==> src/rtl/imm_gen_pkg.sv <==
// Shared types for the pipelined RISC-V immediate generator: format enum,
// opcode constants and the decoded record carried through the skid buffer.
package imm_gen_pkg;

  localparam int XLEN_MAX = 64;

  typedef enum logic [2:0] {
    FMT_NONE  = 3'd0,
    FMT_I     = 3'd1,
    FMT_S     = 3'd2,
    FMT_B     = 3'd3,
    FMT_U     = 3'd4,
    FMT_J     = 3'd5,
    FMT_SHAMT = 3'd6
  } imm_fmt_e;

  localparam logic [6:0] OPC_LOAD     = 7'b0000011;
  localparam logic [6:0] OPC_OP_IMM   = 7'b0010011;
  localparam logic [6:0] OPC_OP_IMM32 = 7'b0011011;
  localparam logic [6:0] OPC_STORE    = 7'b0100011;
  localparam logic [6:0] OPC_BRANCH   = 7'b1100011;
  localparam logic [6:0] OPC_JAL      = 7'b1101111;
  localparam logic [6:0] OPC_JALR     = 7'b1100111;
  localparam logic [6:0] OPC_LUI      = 7'b0110111;
  localparam logic [6:0] OPC_AUIPC    = 7'b0010111;

  // imm is sized for the widest core; narrower builds use the low XLEN bits.
  typedef struct packed {
    logic [31:0]          inst;
    logic [XLEN_MAX-1:0]  imm;
    imm_fmt_e             fmt;
    logic                 illegal;
  } imm_rec_t;

  // funct3 001 (SLLI) and 101 (SRLI/SRAI)
  function automatic logic is_shift_f3(input logic [2:0] f3);
    return f3[1:0] == 2'b01;
  endfunction

endpackage

==> src/rtl/imm_gen_if.sv <==
// Fetch-side and decode-side valid/ready channels of the immediate generator.
interface imm_gen_if
  import imm_gen_pkg::*;
#(
  parameter int XLEN = 32
);
  logic            in_valid;
  logic            in_ready;
  logic [31:0]     in_inst;
  logic            out_valid;
  logic            out_ready;
  logic [31:0]     out_inst;
  logic [XLEN-1:0] out_imm;
  imm_fmt_e        out_fmt;
  logic            out_illegal;

  modport master (
    output in_valid, in_inst, out_ready,
    input  in_ready, out_valid, out_inst, out_imm, out_fmt, out_illegal
  );

  modport slave (
    input  in_valid, in_inst, out_ready,
    output in_ready, out_valid, out_inst, out_imm, out_fmt, out_illegal
  );
endinterface

==> src/rtl/imm_gen_pipe_decode.sv <==
// Combinational immediate decode of one 32-bit instruction word for RV32I/RV64I.
module imm_decode
  import imm_gen_pkg::*;
#(
  parameter int XLEN = 32
) (
  input  logic [31:0] i_inst,
  output imm_rec_t    o_rec
);
  localparam int SHAMT_W = $clog2(XLEN);

  if (XLEN != 32 && XLEN != 64) begin : g_bad_xlen
    $error("imm_decode: XLEN must be 32 or 64");
  end

  logic [6:0]        w_op;
  logic [2:0]        w_f3;
  logic              w_shift;
  logic              w_hi_bad;
  logic signed [31:0] w_i, w_s, w_b, w_j;
  logic [31:0]       w_u;
  logic [XLEN-1:0]   w_imm;
  imm_fmt_e          w_fmt;
  logic              w_ill;

  assign w_op    = i_inst[6:0];
  assign w_f3    = i_inst[14:12];
  assign w_shift = is_shift_f3(w_f3);
  // Left shifts need inst[31:26]==0; right shifts also allow the SRAI bit 30.
  assign w_hi_bad = w_f3[2] ? (|{i_inst[31], i_inst[29:26]}) : (|i_inst[31:26]);

  assign w_i = 32'($signed(i_inst[31:20]));
  assign w_s = 32'($signed({i_inst[31:25], i_inst[11:7]}));
  assign w_b = 32'($signed({i_inst[31], i_inst[7], i_inst[30:25], i_inst[11:8], 1'b0}));
  assign w_j = 32'($signed({i_inst[31], i_inst[19:12], i_inst[20], i_inst[30:21], 1'b0}));
  assign w_u = {i_inst[31:12], 12'b0};

  always_comb begin
    w_fmt = FMT_NONE;
    w_imm = '0;
    w_ill = 1'b0;
    case (w_op)
      OPC_LOAD, OPC_JALR: begin
        w_fmt = FMT_I;
        w_imm = XLEN'(w_i);
      end
      OPC_OP_IMM: begin
        if (w_shift) begin
          w_fmt = FMT_SHAMT;
          w_imm = XLEN'(i_inst[20 +: SHAMT_W]);
          w_ill = w_hi_bad || (XLEN == 32 && i_inst[25]);
        end else begin
          w_fmt = FMT_I;
          w_imm = XLEN'(w_i);
        end
      end
      OPC_OP_IMM32: begin
        if (XLEN == 64) begin
          if (w_shift) begin
            w_fmt = FMT_SHAMT;
            w_imm = XLEN'(i_inst[24:20]);
            w_ill = w_hi_bad || i_inst[25];
          end else begin
            w_fmt = FMT_I;
            w_imm = XLEN'(w_i);
          end
        end
      end
      OPC_STORE:  begin w_fmt = FMT_S; w_imm = XLEN'(w_s); end
      OPC_BRANCH: begin w_fmt = FMT_B; w_imm = XLEN'(w_b); end
      OPC_JAL:    begin w_fmt = FMT_J; w_imm = XLEN'(w_j); end
      OPC_LUI, OPC_AUIPC: begin
        w_fmt = FMT_U;
        w_imm = XLEN'($signed(w_u));
      end
      default: ;
    endcase
    if (w_ill) w_imm = '0;
  end

  assign o_rec.inst    = i_inst;
  assign o_rec.imm     = XLEN_MAX'(w_imm);
  assign o_rec.fmt     = w_fmt;
  assign o_rec.illegal = w_ill;

endmodule

==> src/rtl/imm_gen_pipe.sv <==
// Registered immediate generator: decode feeding a 2-entry skid buffer
// (output register + skid register) with synchronous flush.
module imm_gen_pipe
  import imm_gen_pkg::*;
#(
  parameter int XLEN = 32
) (
  input  logic     clk,
  input  logic     rst,
  input  logic     flush,
  imm_gen_if.slave bus
);
  imm_rec_t w_dec;
  imm_rec_t r_out, r_skid;
  logic     r_out_vld, r_skid_vld;
  logic     w_accept, w_out_free;
  logic     w_unused;

  imm_decode #(.XLEN(XLEN)) u_dec (
    .i_inst (bus.in_inst),
    .o_rec  (w_dec)
  );

  // Ready comes from skid state only; rst/flush just block the accept.
  assign bus.in_ready = !r_skid_vld && !rst && !flush;
  assign w_accept     = bus.in_valid && bus.in_ready;
  assign w_out_free   = !r_out_vld || bus.out_ready;

  always_ff @(posedge clk) begin
    if (rst) begin
      r_out      <= '0;
      r_skid     <= '0;
      r_out_vld  <= 1'b0;
      r_skid_vld <= 1'b0;
    end else if (flush) begin
      r_out_vld  <= 1'b0;
      r_skid_vld <= 1'b0;
    end else if (w_out_free) begin
      if (r_skid_vld) begin
        r_out      <= r_skid;
        r_out_vld  <= 1'b1;
        r_skid_vld <= 1'b0;
      end else begin
        r_out_vld <= w_accept;
        if (w_accept) r_out <= w_dec;
      end
    end else if (w_accept) begin
      r_skid     <= w_dec;
      r_skid_vld <= 1'b1;
    end
  end

  assign bus.out_valid   = r_out_vld;
  assign bus.out_inst    = r_out.inst;
  assign bus.out_imm     = r_out.imm[XLEN-1:0];
  assign bus.out_fmt     = r_out.fmt;
  assign bus.out_illegal = r_out.illegal;
  assign w_unused        = ^r_out.imm;

endmodule

==> src/flat_wrapper.sv <==
// flat-port wrapper written by rule: the top's interface ports become plain ports
module imm_gen_pipe_flat import imm_gen_pkg::*;
#(
  parameter int XLEN = 32
)
  (clk, rst, flush, bus_in_valid, bus_in_inst, bus_out_ready, bus_in_ready, bus_out_valid, bus_out_inst, bus_out_imm, bus_out_fmt, bus_out_illegal);
  imm_gen_if #(.XLEN(XLEN)) bus_i ();
  input  logic clk;
  input  logic rst;
  input  logic flush;
  input wire logic [$bits(bus_i.in_valid)-1:0] bus_in_valid;
  input wire logic [$bits(bus_i.in_inst)-1:0] bus_in_inst;
  input wire logic [$bits(bus_i.out_ready)-1:0] bus_out_ready;
  output wire logic [$bits(bus_i.in_ready)-1:0] bus_in_ready;
  output wire logic [$bits(bus_i.out_valid)-1:0] bus_out_valid;
  output wire logic [$bits(bus_i.out_inst)-1:0] bus_out_inst;
  output wire logic [$bits(bus_i.out_imm)-1:0] bus_out_imm;
  output wire logic [$bits(bus_i.out_fmt)-1:0] bus_out_fmt;
  output wire logic [$bits(bus_i.out_illegal)-1:0] bus_out_illegal;
  assign bus_i.in_valid = bus_in_valid;
  assign bus_i.in_inst = bus_in_inst;
  assign bus_i.out_ready = bus_out_ready;
  assign bus_in_ready = bus_i.in_ready;
  assign bus_out_valid = bus_i.out_valid;
  assign bus_out_inst = bus_i.out_inst;
  assign bus_out_imm = bus_i.out_imm;
  assign bus_out_fmt = bus_i.out_fmt;
  assign bus_out_illegal = bus_i.out_illegal;
  imm_gen_pipe #(.XLEN(XLEN)) u_core (.clk(clk), .rst(rst), .flush(flush), .bus(bus_i));
endmodule
==> config.mk <==
export PLATFORM = sky130hd
export DESIGN_NAME = imm_gen_pipe_flat
export DESIGN_NICKNAME = d
export VERILOG_FILES = /design/src/rtl/imm_gen_pkg.sv /design/src/rtl/imm_gen_if.sv /design/src/rtl/imm_gen_pipe_decode.sv /design/src/rtl/imm_gen_pipe.sv /design/src/flat_wrapper.sv
export SDC_FILE = /design/constraint.sdc
export NUM_CORES = 1
export LEC_CHECK = 0
export CORE_AREA = 4 4 114 116
export DETAILED_ROUTE_END_ITERATION = 16
export DIE_AREA = 0 0 118 120
export PLACE_DENSITY = 0.75
export SLEW_MARGIN = 0
export SYNTH_ARGS = -nofsm -noshare
export SYNTH_HDL_FRONTEND = slang
export SYNTH_SLANG_ARGS = --single-unit
==> constraint.sdc <==
create_clock -name clk -period 4.8 [get_ports clk]
set_input_delay 0.48 -clock clk [delete_from_list [all_inputs] [get_ports clk]]
set_output_delay 0.48 -clock clk [all_outputs]
set_load 0.1 [all_outputs]
======== After elaboration in Yosys (flattened, before gate mapping) ========
Cells that the tools add are included.
storage, ports and cells
  bits in registers ....................... 138
  output and inout port bits .............. 70
  word-level logic and storage cells ...... 50
operators by class
  equal/unequal tests ..................... 9
  multiplexer cells ....................... 11
  bitwise operators ....................... 2
  reductions and logical operators ........ 18
operator list
  operator                                        count
  2-to-1 mux 100 bit                              2
  one-hot mux 32 bit (6 select lines)             1
  2-to-1 mux 32 bit                               2
  == test 7 bit (second input constant)           3
  one-hot mux 3 bit (6 select lines)              1
  == test 7 x 5 -> 1 bit (second input constant)  2
  == test 7 x 6 -> 1 bit (second input constant)  2
  == test 7 x 2 -> 1 bit (second input constant)  1
  AND reduction 3 bit                             2
  OR reduction 2 bit                              3
  OR reduction 6 bit                              1
  OR reduction 5 bit                              1
  logical NOT 1 bit                               4
  2-to-1 mux 1 bit                                4
  logical AND 1 bit                               3
  2-to-1 mux 3 bit                                1
  OR reduction 3 bit                              1
  == test 2 x 1 -> 1 bit (second input constant)  1
  logical OR 1 bit                                2
  inverter 1 bit                                  2
  nonzero test 2 bit                              1

======== Logic depth before layout (Yosys ltp) ========
Gate-level depths: netlist of run 1.
  depth in word-level cells ............... 8
  depth in mapped cells ................... 7
  gate-level depth less buffers ........... 4

======== Cells and area by module ========
A second synthesis of run 1 with hierarchy kept.
unflattened totals
  cell total of the unflattened synthesis .. 843
  area, all modules ....................... 7388.3 um^2
by module, submodules not included
  module        times used  cells each  area each (um^2)
  imm_gen_pipe  1           693         6292.3
  imm_decode    1           150         1096.1

======== Worst setup path before layout of run 1 ========
Ideal clock, no wire load.
  path type ............................... input to output
  start ................................... input port rst
  end ..................................... output port bus_in_ready
  arrival ................................. 3.162 ns
  data required time ...................... 4.320 ns
  path slack .............................. 1.158 ns
  cell stages on the path ................. 4
  path buffers ............................ 3
  cell sequence ........................... clkbuf_1 -> clkbuf_1 -> clkbuf_1 -> nor3_1
between the ends
  word-level cells in the longest chain between the ends .. 3
RTL lines
  item                            RTL line            text
  start, declared                 flat_wrapper.sv:9   input logic rst;
  logical NOT 1 bit               imm_gen_pipe.sv:25  assign bus.in_ready = !r_skid_vld && !rst && !flush;
  logical AND 1 bit (2 in a row)  imm_gen_pipe.sv:25
  end, declared                   flat_wrapper.sv:14  output wire logic [$bits(bus_i.in_ready)-1:0] bus_in_ready;
Every way passes these cells.

======== Worst setup path after layout of run 1 ========
  start ................................... register u_core.r_skid_vld
  end ..................................... output port bus_in_ready
between the ends
  word-level cells in the longest chain between the ends .. 3
RTL lines
  item                            RTL line            text
  start, declared                 imm_gen_pipe.sv:15  logic r_out_vld, r_skid_vld;
  start signal, assigned          imm_gen_pipe.sv:34  r_skid_vld <= 1'b0;
  start signal, assigned          imm_gen_pipe.sv:37  r_skid_vld <= 1'b0;
  start signal, assigned          imm_gen_pipe.sv:42  r_skid_vld <= 1'b0;
  logical NOT 1 bit               imm_gen_pipe.sv:25
  logical AND 1 bit (2 in a row)  imm_gen_pipe.sv:25
Every way passes these cells.

==> run_results.csv, run 1 <==
group,metric,value,unit
run,maxCapViolations,0,
clock_network,path_clk_slew,0.06,ns
sta,fmax,0.318,GHz
sta,fin_ws,1.66,ns
clock_network,cts_resized,0,
clock_network,cts-root-buf,"clkbuf_16",
finish,fill_cells,1012,
clock_network,cts_sinks,138,
hold_path,hold_class,"reg2reg",
finish,multi_input_area,2890,µm²
placement,dpl_worst_slack,1.46,ns
clock_network,holdBufCountCts,0,
global_route,grt_pass1_wl,27300,µm
sta,finalCritPeriodShare,65.5,%
detailed_routing,drc,0,
global_route,antenna_found_initial,0,
floorplan,io_pins,107,
detailed_routing,drt_iter0_markers,443,
worst_setup_path,path_max_fanout,79,
yosys,netlist_instances,677,
clock_network,insertion_delay,0.41,ns
sta,setup_viol,0,
power,power.leakage,2.30,nW
floorplan,dieArea,14200,µm²
floorplan,start_util,49.7,%
power,power_density,394,nW/µm²
detailed_routing,final_antenna_net_count,0,
worst_setup_path,cp_data_arrival_time,2.66,ns
clock_network,h-tree-depth,4,
placement,dp_hpwl,10700,µm
detailed_routing,drt-pass1-iter-count,5,
sta,layout_min_cycle_time,3.14,ns
floorplan,die_width,118,µm
yosys,synth_seq_area_share,46.7,%
sta,rsz0062_at_grt,"no",
global_route,grt_pass1_vias,5411,
finish,seq_area,2770,µm²
placement,portBuffers,106,
worst_setup_path,endpoint_kind,"output pin",
yosys,ys_types,51,
sta,hold_viol,0,
clock_network,numCtsBuffers,17,
detailed_routing,vias,5522,
sta,tightest_slew,1.27,ns
yosys,syn_area_per_cell,8.74,µm²
run_status,status,"finished, final reports clean",
worst_setup_path,crit_type,"reg2out",
yosys,syn_nets,714,
floorplan,core_area,11900,µm²
finish,synthToLayoutAreaGrowth,28.4,%
worst_setup_path,cp-start-kind,"flip-flop",
clock_network,clockBufferDepth,2,
yosys,synth_area,5920,µm²
sta,slew_viol_final,0,
clock_network,postCtsSetupBuffers,0,
detailed_routing,viasPerCell,6.12,
finish,nNetsFinal,779,
global_route,overflow,0,
sta,relSlewSlack,15.1,%
clock_network,cts_tree,"built",
floorplan,num_rows,40,
finish,diodes,0,
power,vdd_drop_max,182,µV
sta,skew,0.00500,ns
placement,gp_congestion,0.887,
finish,drive_gt1_share,7.02,%
global_route,grt_max_degree,102,
yosys,ys_ff_latch,138,
detailed_routing,drt_wl_total,16900,µm
detailed_routing,wl_per_cell,18.7,µm
sta,fin_setup_tns,0,ns
global_route,grt_usage,23.5,%
yosys,ys_warn_count,0,
floorplan,dieHeight,120,µm
worst_setup_path,required,4.32,ns
==> state kept, by name (all words and copies together) (netlist names) <==
register,count
u_core.bus.out_fmt,3
u_core.bus.out_illegal,1
u_core.bus.out_imm,32
u_core.bus.out_inst,32
u_core.bus.out_valid,1
u_core.r_skid,68
u_core.r_skid_vld,1
==> worst max-delay path: stages, from the launching register on <==
cell and delay, ns:
dfxtp_4 1.05, nor3_1 0.14, clkdlybuf4s50_1 1.02
==> stage by stage <==
| stage | instance area [µm²] | std cells | util (%) | hold WS [ns] | power [mW] |
|---|---|---|---|---|---|
| 6_report | 7600 | 902 | 63.8 | 0.453 | 3.00 |
| 5_1_grt | 7600 | 902 | 63.8 | 0.473 | 3.08 |
| 4_1_cts | 7600 | 902 | 63.8 | 0.455 | 3.00 |
| 3_5_place_dp | 6980 | 870 | 58.6 | 0.447 | 1.65 |
| 3_3_place_gp | 6980 | 870 | 58.6 | 0.442 | 1.64 |
| 2_1_floorplan | 5920 | 677 | - | 0.432 | 1.52 |
==> area by class of cell <==
type / count / area share [%]
multi-input combinational: 465 / 38.0
tap: 147 / 2.42
inverter: 6 / 0.296
clock inverter: 10 / 1.83
clock buffer: 22 / 6.37
sequential: 138 / 36.4
timing repair buffer: 114 / 14.7
==> logic make-up (layout without fill, tap and decap cells) <==
logic type / count (synthesis) / after routing / synth area share, %
simple gates: 226 / 226 / 18.3
flops: 138 / 138 / 46.7
mux: 33 / 33 / 5.60
buf+inv: 74 / 152 / 4.93
compound gates: 206 / 206 / 24.5
==> synthesized netlist by cell type (all sizes together) <==
| library cell | n | share of area (%) |
|---|---|---|
| nor2b | 4 | 0.42 |
| o21ai | 38 | 3.2 |
| nor3 | 11 | 0.93 |
| clkinv | 1 | 0.063 |
| clkbuf | 59 | 3.7 |
| nand3b | 7 | 0.89 |
| mux2 | 1 | 0.19 |
| nand3 | 2 | 0.17 |
| a311oi | 39 | 5.9 |
| inv | 5 | 0.32 |
| or4 | 3 | 0.44 |
| o41ai | 1 | 0.15 |
| a31oi | 1 | 0.11 |
| nor4 | 7 | 0.85 |
| nand4 | 5 | 0.53 |
| and4 | 1 | 0.15 |
| o22ai | 1 | 0.11 |
| o211a | 1 | 0.17 |
| o21bai | 1 | 0.13 |
| a221oi | 1 | 0.15 |
| dfxtp | 138 | 47 |
| and2 | 1 | 0.11 |
| nor3b | 3 | 0.38 |
| o31ai | 4 | 0.51 |
| o21ba | 1 | 0.17 |
| buf | 9 | 0.80 |
| or3 | 1 | 0.11 |
| nand2b | 3 | 0.32 |
| a21boi | 4 | 0.51 |
| o31a | 1 | 0.15 |
| nand4b | 20 | 3.0 |
| a2111oi | 3 | 0.89 |
| mux2i | 32 | 5.4 |
| nor2 | 70 | 4.4 |
| o211ai | 7 | 0.89 |
| nand2 | 87 | 5.5 |
| o311ai | 1 | 0.15 |
| or2 | 1 | 0.11 |
| a21oi | 47 | 4.0 |
| a22oi | 4 | 0.51 |
| o32ai | 13 | 1.9 |
| a211oi | 38 | 4.9 |
==> path summary, 6_finish.rpt <==
| path | start | endpoint | slack (ns) | cells after the start |
|---|---|---|---|---|
| max | u_core.r_skid_vld | bus_in_ready | 1.66 | 2 |
| min | u_core.r_skid[88] | u_core.r_skid[88] | 0.45 | 2 |
| max reg2reg | u_core.r_skid_vld | u_core.bus.out_imm[15] | 1.97 | 3 |
| min reg2reg | u_core.r_skid[88] | u_core.r_skid[88] | 0.45 | 2 |
==> power breakdown <==
part | leakage (nW) | switching (mW) | internal, mW | total, mW
clock network | 0.295 | 0.502 | 0.872 | 1.37
logic | 0.887 | 0.318 | 0.111 | 0.429
registers | 1.12 | 0.0191 | 1.18 | 1.19
total | 2.30 | 0.839 | 2.16 | 3.00
==> placed cells by master (no fill, tap or decap), types with 9 or more instances in the layout <==
cell,netlist,routed
a211oi_1,37,37
a21oi_1,47,47
a311oi_1,38,38
buf_4,0,9
clkbuf_16,0,17
clkdlybuf4s50_1,0,105
dfxtp_1,138,137
mux2i_1,32,32
nand2_1,87,87
nand4b_1,20,20
nor2_1,70,70
nor3_1,11,10
o21ai_0,36,35
o32ai_1,13,13
==> per-layer routing <==
metal	part of all wire (%)	global-route usage, %	up-vias	wire length, µm
li1	-	-	2636	-
met2	48	38.3	188	8180
met4	2.3	9.74	0	396
met3	5.5	5.47	30	927
met5	0	0	-	0
met1	44	30.1	2668	7390
No activity file was read; power rests on OpenSTA's default activity.
==> run 2: changes to the inputs <==
- clock period: 4.8 -> 3.1 ns (I/O delays scaled with it)
==> run 2 against run 1 <==
- cell count is 1.9% higher
- power is 49% higher
- critical endpoint is now u_core.r_skid[23]
- routed wire length hardly changed
- setup slack worse by 1.0 ns
- core utilization is 0.40 points higher
- sequential share of layout area is 0.23 points lower
- register-to-register slack worse by 1.1 ns
- die area stayed put
- combinational power is 58% higher
- largest power group unchanged
- first-iteration DRC count is 5.9% higher
- global-route usage is 0.48 points higher
- sequential cell count stayed put
==> run_results.csv, run 2 (same netlist as run 1, synthesis figures left out) <==
group,metric,value,unit
run_status,status,"finished, final reports clean",
floorplan,start_util,49.7,%
hold_path,min_to,"u_core.r_skid[68]",
global_route,overflow,0,
worst_setup_path,slowest_stage,"o21ai_1",
clock_network,cts-root-buf,"clkbuf_16",
detailed_routing,drt_wl_total,16900,µm
clock_network,cts_tree,"built",
sta,tightest_slew,1.19,ns
finish,fin_util,64.2,%
clock_network,h-tree-depth,4,
placement,dp_hpwl,11400,µm
placement,gp_congestion,0.915,
detailed_routing,drt_iter0_markers,469,
detailed_routing,final_antenna_net_count,0,
placement,portBuffers,106,
finish,layoutNonFillerInstCount,919,
power,p_clk_share,43.6,%
power,power_density,585,nW/µm²
worst_setup_path,cp-start-kind,"primary input",
floorplan,core_area,11900,µm²
clock_network,path_clk_slew,0.05,ns
clock_network,postCtsSetupBuffers,0,
finish,seq_area,2770,µm²
worst_setup_path,crit_chain,"clkdlybuf4s50_1 > nand3b_1 > a311oi_2 > buf_4 > o21ai_1 > a311oi_1",
floorplan,die_width,118,µm
detailed_routing,viasPerCell,6.08,
power,vdd_drop_max,317,µV
worst_setup_path,cp-startpoint,"bus_in_inst[6]",
global_route,grt_pass1_wl,27600,µm
worst_setup_path,endpoint_kind,"flip-flop",
worst_setup_path,r2r_start,"u_core.r_skid_vld",
worst_setup_path,r2r_slack,0.86,ns
finish,drive_gt1_share,11.4,%
sta,setup_viol,0,
worst_setup_path,critPathBufInv,2,
detailed_routing,wl_per_cell,18.4,µm
finish,regMostFlops,"u_core.r_skid",
worst_setup_path,cp_data_arrival_time,2.69,ns
power,internal_power,3.22,mW
sta,skew,0.00441,ns
power,combPwrFrac,15.1,%
global_route,antenna_found_initial,0,
finish,final_cell_mix,"dfxtp_1, nand2_1, clkdlybuf4s50_1",
worst_setup_path,crit_type,"in2reg",
sta,finalCritPeriodShare,79.1,%
clock_network,clockBufferDepth,2,
power,swShare,28.0,%
power,power.leakage,2.42,nW
worst_setup_path,r2r_end,"u_core.bus.out_imm[1]",
worst_setup_path,path_delay_family,"compound AO/OA/AOI/OAI gates",
finish,synthToLayoutAreaGrowth,29.2,%
sta,relSlewSlack,20.4,%
detailed_routing,drt-pass1-iter-count,5,
sta,fin_ws,0.647,ns
detailed_routing,vias,5585,
placement,dpl_worst_slack,0.248,ns
sta,fmax,0.408,GHz
sta,rsz0062_at_grt,"no",
finish,largest_reg_flops,68,
hold_path,hold_path_depth,2,
run,maxCapViolations,0,
sta,layout_min_cycle_time,2.45,ns
finish,final_common_cell,"dfxtp_1",
clock_network,cts_resized,0,
hold_path,hold_class,"in2reg",
finish,diodes,0,
worst_setup_path,required,3.34,ns
floorplan,num_rows,40,
detailed_routing,drc,0,
worst_setup_path,slowest_delay,0.91,ns
sta,hold-worst-slack,0.319,ns
power,power_frac_seq,41.3,%
finish,nNetsFinal,797,
global_route,grt_usage,24.0,%
floorplan,io_pins,107,
power,p_switching,1.25,mW
clock_network,insertion_delay,0.42,ns
sta,hold_viol,0,
floorplan,dieArea,14200,µm²
sta,slew_viol_final,0,
finish,fill_cells,1035,
clock_network,numCtsBuffers,17,
floorplan,dieHeight,120,µm
global_route,grt_pass1_vias,5391,
power,finalPower,4.47,mW
worst_setup_path,reg2regPathDepth,5,
worst_setup_path,path_max_fanout,16,
placement,placed_cells,888,
finish,multi_input_area,2890,µm²
global_route,grt_max_degree,81,
placement,dpl-instance-area,7070,µm²
sta,fin_setup_tns,0,ns
clock_network,cts_sinks,138,
finish,fin_area,7650,µm²
hold_path,hold_start,"rst",
clock_network,holdBufCountCts,0,
run 2: worst max path at each step:
stage / end / slack [ns] / cells past startpoint
after global routing: u_core.r_skid[16] / 0.44 / 6
final: u_core.r_skid[23] / 0.65 / 6
after detailed placement: u_core.bus.out_imm[17] / 0.25 / 6
after global placement: u_core.bus.out_imm[17] / 0.44 / 6
after floorplan: bus_in_ready / 0.67 / 4
after CTS: bus_in_ready / 0.69 / 3
run 2: cell type report:
type | instances | share of cell area (%)
multi-input combinational | 465 | 37.8
clock inverter | 7 | 0.818
sequential | 138 | 36.2
tap | 147 | 2.41
timing repair buffer | 132 | 15.8
inverter | 6 | 0.295
clock buffer | 24 | 6.71
run 2: power by group through the flow:
stage	clock network [mW]	logic, mW	registers [mW]
after global placement	0	0.665	1.88
after global routing	2.05	0.706	1.85
after floorplan	0	0.167	2.19
after detailed placement	0	0.673	1.89
final	1.95	0.676	1.85
after CTS	1.97	0.675	1.85
run 2: layer usage:
layer	up-vias	GRT usage, %	part of all wire, %	wire length, µm
li1	2670	-	-	-
met1	2684	29.9	43	7220
met2	194	39.2	48	8160
met3	37	5.89	6.2	1050
met4	0	11.1	2.8	471
met5	-	0	0	0
run 2: worst reg2reg max path, cell delays in order, from the launching register on:
cell and delay (ns):
dfxtp_4 0.62, buf_4 0.63, o211ai_1 0.23, buf_4 0.24
a21boi_0 0.24, o32ai_1 0.13
==> variant (settings of run 2) <==
Make the reset (`rst`) asynchronous in one clocked block.
--- a/src/rtl/imm_gen_pipe.sv
+++ b/src/rtl/imm_gen_pipe.sv
@@ -27,5 +27,5 @@
   assign w_out_free   = !r_out_vld || bus.out_ready;
 
-  always_ff @(posedge clk) begin
+  always_ff @(posedge clk or posedge rst) begin
     if (rst) begin
       r_out      <= '0;
Behaviour: differs if rst is asserted again (counterexample within 4 cycles, from zero or initial values and one cycle with rst high); with rst held inactive, the same outputs for 4 cycles.
==> variant against run 2 <==
Synthesized area increased by 5.9%. First-iteration DRC count increased by 19%. Wire length is 1.1% higher. Die area unchanged. Critical path type is now reg2out. Critical endpoint is now bus_in_ready. Setup slack lost 0.029 ns. Design area up 5.3%. Sequential cell count unchanged.
Power is not compared: it rests on default switching activity, and its combinational part moved more than twofold at a synthesized area within 25%.
==> variant: results (changes against run 2) <==
[grt]
use_met3_pct = 6.880  ; +0.99 points
grt_pass1_wl_mm = 28.74  ; +4.2%
grt_pass1_vias = 5461  ; +1.3%
use_met1_pct = 34.25  ; +4.3 points

[critical_path]
worstRegToRegCells = 4  ; -1
cp-start-kind = flip-flop
critPathMaxFanout = 48  ; +32
timing.rr.end = u_core.bus.out_imm[2]$_DFFE_PP0P_
path_delay_family = flip-flops
max_stage_delay_ns = 0.87  ; -0.04 ns
crit_slowest_cell = dfrtp_4
cp-endpoint = bus_in_ready

[placement]
dp_slack_ns = 0.3581  ; +0.1104 ns
gp_congestion = 0.8493  ; -7.2%

[routing]
wl_met2_mm = 8.049  ; -1.3%
drt-met1-wl_mm = 7.763  ; +7.6%
dr.first_iter.drc_count = 560  ; +19%
dr_wl_met3_mm = 1.073  ; +2.2%

[yosys]
synthTopCellsByCount = nand2_1 (163), dfrtp_1 (138), o21ai_0 (77)
synth_cells = 652  ; -3.7%
synthTopCellsByArea = dfrtp_1 (55%), nand2_1 (9.8%), o21ai_0 (6.1%), mux2i_1 (5.3%), a31oi_1 (3.8%)
synth_cell_type_count = 47  ; -7.8%
synthArstFlopShare_pct = 100.0  ; +100 points

[layout]
final_core_util_pct = 67.58  ; +3.4 points
drive_above_1_share_pct = 12.37  ; +0.97 points
nNetsFinal = 784  ; -1.6%

[sta]
timing.hold.ws_ns = 0.4418  ; +0.1233 ns
tightestPinTransition_ns = 1.110  ; -0.07644 ns
finClkSkew_ns = 0.004255  ; -0.0001570 ns

[power]
p_total_mw = 5.920

[min_path]
hp-class = in2async

[outcome]
status = finished, final reports clean

==> variant: changes by cell type in the layout (fill, tap and decap cells not counted), sizes merged, moves of 37 or more <==
cell,run 2,this run
nor2,70,25
a21oi,47,3
a31oi,1,38
nand2,87,163
a311oi,39,0
dfrtp,0,138
o21ai,38,77
dfxtp,138,0
==> variant: area by class of cell <==
cell class / instances / share of cell area [%]
sequential: 138 / 42.94
clock inverter: 8 / 0.8082
timing repair buffer: 129 / 15.05
multi-input combinational: 454 / 32.19
tap: 147 / 2.285
inverter: 7 / 0.3730
clock buffer: 24 / 6.357
==> variant: cells by family (layout without fill, tap and decap cells) <==
logic type	count (synthesis)	count (layout)	share of synthesized area (%)
muxes	33	33	5.271
DFF	138	138	55.10
buffers and inverters	60	168	3.853
and+or+nand+nor	254	254	19.07
xor gates and xnor gates	1	1	0.1398
AOI/OAI and AO/OA	166	166	16.57
